$ cat config.mk
export PLATFORM = sky130hd
export DESIGN_NAME = board_ctrl
export DESIGN_NICKNAME = d
export VERILOG_FILES = /design/src/rtl/board_ctrl.sv
export SDC_FILE = /design/constraint.sdc
export NUM_CORES = 1
export LEC_CHECK = 0
export CELL_PAD_IN_SITES_DETAIL_PLACEMENT = 1
export CELL_PAD_IN_SITES_GLOBAL_PLACEMENT = 1
export CORE_AREA = 2 2 123 125
export DETAILED_ROUTE_END_ITERATION = 12
export DIE_AREA = 0 0 125 127
export DONT_BUFFER_PORTS = 1
export PLACE_DENSITY_LB_ADDON = 0.1
export SYNTH_ARGS = -nofsm -noshare
export SYNTH_HDL_FRONTEND = slang
export SYNTH_SLANG_ARGS = --single-unit
$ cat constraint.sdc
create_clock -name clk -period 3.6 [get_ports clk]
set_clock_uncertainty 0.2 [all_clocks]
set_input_delay 0.72 -clock clk [delete_from_list [all_inputs] [get_ports clk]]
set_output_delay 0.72 -clock clk [all_outputs]
set_load 0.005 [all_outputs]
$ cat src/rtl/board_ctrl.sv
// Tic-tac-toe board datapath driven by the game FSM's state code.
// It holds the 3x3 board, runs the per-turn timer and picks the target cell.
// It writes moves and reports timeout/occupied/game-over back to the FSM.
module board_ctrl #(
    parameter int unsigned TURN_CYCLES = 500_000_000
) (
    input  logic        clk,
    input  logic        rst,
    input  logic [2:0]  estados,
    input  logic [3:0]  cursor,
    output logic        timeout,
    output logic        ocupado,
    output logic        ganado,
    output logic [17:0] board,
    output logic        turno,
    output logic [1:0]  winner
);

    localparam int CNT_W = $clog2(TURN_CYCLES + 1);
    localparam logic [CNT_W-1:0] CNT_MAX = CNT_W'(TURN_CYCLES);

    typedef enum logic [2:0] {
        S_IDLE  = 3'b000,
        S_WAIT  = 3'b001,
        S_POLL  = 3'b010,
        S_CHECK = 3'b011,
        S_AUTO  = 3'b100,
        S_WRITE = 3'b101,
        S_EVAL  = 3'b110,
        S_END   = 3'b111
    } state_t;

    state_t           state;
    logic [CNT_W-1:0] count;
    logic [3:0]       target;
    logic [3:0]       moves;
    logic [1:0]       target_cell;
    logic             line_done;

    assign state = state_t'(estados);

    // Code stored in cell i; indices 9..15 read as empty.
    function automatic logic [1:0] cell_at(input logic [17:0] b, input logic [3:0] idx);
        logic [1:0] c;
        c = 2'b00;
        for (int k = 0; k < 9; k++) begin
            if (idx == 4'(k)) c = b[2*k +: 2];
        end
        return c;
    endfunction

    // Three cells hold the same player's mark.
    function automatic logic same3(input logic [1:0] a, input logic [1:0] b2, input logic [1:0] c);
        return (a != 2'b00) && (a == b2) && (a == c);
    endfunction

    // Any of the 8 winning lines complete.
    function automatic logic any_line(input logic [17:0] b);
        logic [1:0] c [9];
        for (int k = 0; k < 9; k++) c[k] = b[2*k +: 2];
        return same3(c[0], c[1], c[2]) | same3(c[3], c[4], c[5]) |
               same3(c[6], c[7], c[8]) | same3(c[0], c[3], c[6]) |
               same3(c[1], c[4], c[7]) | same3(c[2], c[5], c[8]) |
               same3(c[0], c[4], c[8]) | same3(c[2], c[4], c[6]);
    endfunction

    // Lowest-index empty cell, or 4'hF when the board is full.
    function automatic logic [3:0] first_empty(input logic [17:0] b);
        logic [3:0] idx;
        idx = 4'hF;
        for (int k = 8; k >= 0; k--) begin
            if (b[2*k +: 2] == 2'b00) idx = 4'(k);
        end
        return idx;
    endfunction

    // Status flags derived directly from the registers so the FSM sees them with no lag.
    always_comb begin
        target_cell = cell_at(board, target);
        line_done   = any_line(board);
        timeout     = (count == CNT_MAX);
        ocupado     = (target > 4'd8) || (target_cell != 2'b00);
        ganado      = line_done || (moves == 4'd9);
    end

    // Board, turn, winner, timer, target and move-count updates keyed on the FSM state.
    always_ff @(posedge clk) begin
        if (!rst) begin
            board  <= '0;
            turno  <= 1'b0;
            winner <= 2'b00;
            count  <= '0;
            target <= 4'd0;
            moves  <= 4'd0;
        end else begin
            // The timer only runs while the player is deciding.
            if (state != S_WAIT && state != S_POLL) count <= '0;

            case (state)
                S_IDLE: begin
                    board <= '0;
                    moves <= 4'd0;
                    turno <= 1'b0;
                end
                S_WAIT: begin
                    target <= cursor;
                    if (count != CNT_MAX) count <= count + CNT_W'(1);
                end
                S_POLL: begin
                    if (count != CNT_MAX) count <= count + CNT_W'(1);
                end
                S_CHECK: begin
                end
                S_AUTO: begin
                    target <= first_empty(board);
                end
                S_WRITE: begin
                    // No moves yet means this is the first write of a new game.
                    if (moves == 4'd0) winner <= 2'b00;
                    if (target <= 4'd8 && target_cell == 2'b00) begin
                        board[2*target +: 2] <= turno ? 2'b10 : 2'b01;
                        moves <= moves + 4'd1;
                    end
                end
                S_EVAL: begin
                    if (!ganado) turno <= ~turno;
                end
                S_END: begin
                    // Turn was not flipped on the final move, so turno is the mover.
                    winner <= line_done ? (turno ? 2'b10 : 2'b01) : 2'b00;
                end
                default: begin
                end
            endcase
        end
    end

endmodule

==> metrics.txt <==
Worst VDD drop 0.2013 mV; clock transition at the registers of the reported paths 0.05 ns; fin area 4021 µm²; CTS tree built; Area Overhead vs Synth 12.77%; placed inst area 3701 µm²; critical path class reg2out; post-synth cell types 62; layout cells sized above 1 8.945%; Post-synth EDFFs 0; ys flop type dfxtp_1; 1st-iter DRT viols 160; DRC Markers 0; Post-DRT Antenna Nets 0; setup TNS 0 ns; sequential area share after synthesis 32.56%; final hold vios 0; Hold Crit Class reg2reg; hold buffer count at CTS 0; Port Buffers 0; DR vias/cell 5.182; Gate Count Post-Synth 442; Worst-Skew Late Latency 0.32 ns; CTS resizes 0; Fmax 307.5 MHz; Lkg Pwr 0.001349 µW; setup bufs post-CTS 0; WP data arrival 2.33 ns; RSZ-0062 raised after global routing no; H-Tree Level Count 3; CP max FO 9; Max clock buf depth 2; CTS sink count 58; Rel. slew slack 56.44%; Overflow after GRT 0; Pre-Repair DR Iteration Count 4; fin util 27.88%; Inserted Clock Buffers 9; GRT Total Usage 15.11%; ys async rst share 0%; Mapped Nets 461; nets@finish 451; Power Density 435.2 nW/µm²; worst slew pin tran 0.6452 ns; Crit. End Element output pin; diodes inserted 0; fin worst setup slack 0.3477 ns; YS warnings 0; Max Cap Violations 0; Final min period 3.252 ns; Seq cells post-synth 58; vias in the first global route 3346; Starting Density 24.72%; RePlAce Congestion 0.7952; core box area 14420 µm²; dpl hpwl 8.432 mm; Mapped Avg Cell Area 8.068 µm²; Root Buffer clkbuf_16; Die Footprint 15880 µm²; IO Pins 33; chip height 127 µm; via count 3213; initial antenna violation count 0; DP Worst Slack 0.5965 ns; Final period util 90.34%; post-synthesis cell area 3566 µm²; Critical Path Start Type flip-flop; detailed-route wire length 11.63 mm; first-pass GRT wire length 19.03 mm; Slew Viols, Final 0; Cell Rows 44; run status finished clean; routed len/inst 18.76 µm; WP data required 2.68 ns; Final setup violation count 0; Die Width 125 µm; largest net degree at the start of global routing 30
==> cell usage after synthesis, drive strengths merged (2+ instances only) <==
master / instances / area share, %
nand4: 8 / 1.4
o21ai: 17 / 2.9
nor3b: 3 / 0.77
xor2: 21 / 5.2
inv: 17 / 1.8
nor2b: 4 / 0.70
o31ai: 2 / 0.42
and4: 2 / 0.49
mux2i: 8 / 2.2
o211a: 2 / 0.56
nand3: 22 / 3.1
buf: 14 / 2.5
nand3b: 4 / 0.84
nand2b: 2 / 0.35
clkbuf: 12 / 1.3
a22oi: 2 / 0.42
o311ai: 3 / 0.74
nor4: 5 / 1.1
ha: 10 / 3.5
nand4b: 2 / 0.49
nor3: 29 / 4.2
o32ai: 2 / 0.49
a2bb2o: 2 / 0.56
a31oi: 2 / 0.35
a21oi: 13 / 2.1
or4: 2 / 0.42
o211ai: 7 / 1.5
or3: 10 / 1.9
dfxtp: 58 / 33
nand2: 36 / 3.8
a32oi: 2 / 1.0
o2111ai: 4 / 0.98
nor2: 52 / 5.8
or2: 4 / 0.70
and3: 20 / 3.5
xnor2: 9 / 2.2
a21boi: 3 / 0.63
nor4b: 3 / 0.74
o22ai: 10 / 1.8
nor4bb: 5 / 1.4
==> cell usage in the layout (no fill, tap or decap), types with 10 or more instances in the layout <==
cell and count:
inv_1 17, and3_1 20, ha_1 10, dfxtp_1 58, xor2_1 21, nor3_1 28
a21oi_1 12, o22ai_1 10, nor2_1 50, nand3_1 22, nand2_1 36
==> state kept, by name (all words and copies together), names as in the netlist <==
signal,count
target,4
moves,4
turno,1
winner,2
count,29
board,18
==> area by class of cell <==
type | count | area, µm²
Clock buffer | 13 | 260.3
Clock inverter | 2 | 60.06
Fill cell | 1702 | 10400
Inverter | 17 | 63.81
Multi-Input combinational cell | 341 | 2208
Sequential cell | 58 | 1161
Tap cell | 184 | 230.2
Timing Repair Buffer | 5 | 37.54
==> worst max-delay path: stages, from the launching register on <==
cell and delay (ns):
dfxtp_1 0.50, inv_1 0.21, ha_1 0.29, or4b_1 0.54
o21ai_2 0.17, a32oi_4 0.11, nor2_1 0.18
==> path summary, 6_finish.rpt <==
check	cells past startpoint	end	from	slack, ns
worst max-delay path	6	ocupado	target[0]	0.35
worst min-delay path	2	winner[0]	winner[0]	0.28
worst max register to register	8	board[10]	target[0]	0.59
worst min register to register	2	winner[0]	winner[0]	0.28
==> layer usage <==
layer / global-route usage [%] / up-vias / share of wire (%)
li1: - / 1569 / -
met1: 20.75 / 1595 / 51
met2: 24.46 / 43 / 45
met3: 3.392 / 6 / 3.7
met4: 3.137 / 0 / 0.70
met5: 0 / - / 0
==> kinds of logic (layout without fill, tap and decap cells) <==
family / count (synthesis) / count (layout) / share of synthesized area [%]
buf+inv: 43 / 37 / 5.509
xor+xnor: 30 / 30 / 7.369
simple gates: 217 / 217 / 32.60
compound gates: 75 / 75 / 15.79
flops: 58 / 58 / 32.56
fa+ha+maj: 10 / 10 / 3.509
mux: 9 / 9 / 2.667
==> report_power, final <==
part / internal (µW) / total (µW) / leakage [µW] / switching (µW)
Clock: 640 / 922 / 0.000156 / 282
Sequential: 650 / 665 / 0.000468 / 15.4
Combinational: 57.4 / 164 / 0.000725 / 106
Total: 1350 / 1750 / 0.00135 / 404
==> through the flow <==
step / hold WS (ns) / power (µW) / instances
final: 0.2800 / 1750 / 620
after global routing: 0.3037 / 1828 / 620
after CTS: 0.2847 / 1776 / 620
after detailed placement: 0.2720 / 840.7 / 605
after global placement: 0.2688 / 841.6 / 605
after floorplan: 0.2454 / 798.0 / 442
No activity file was read; power rests on OpenSTA's default activity.
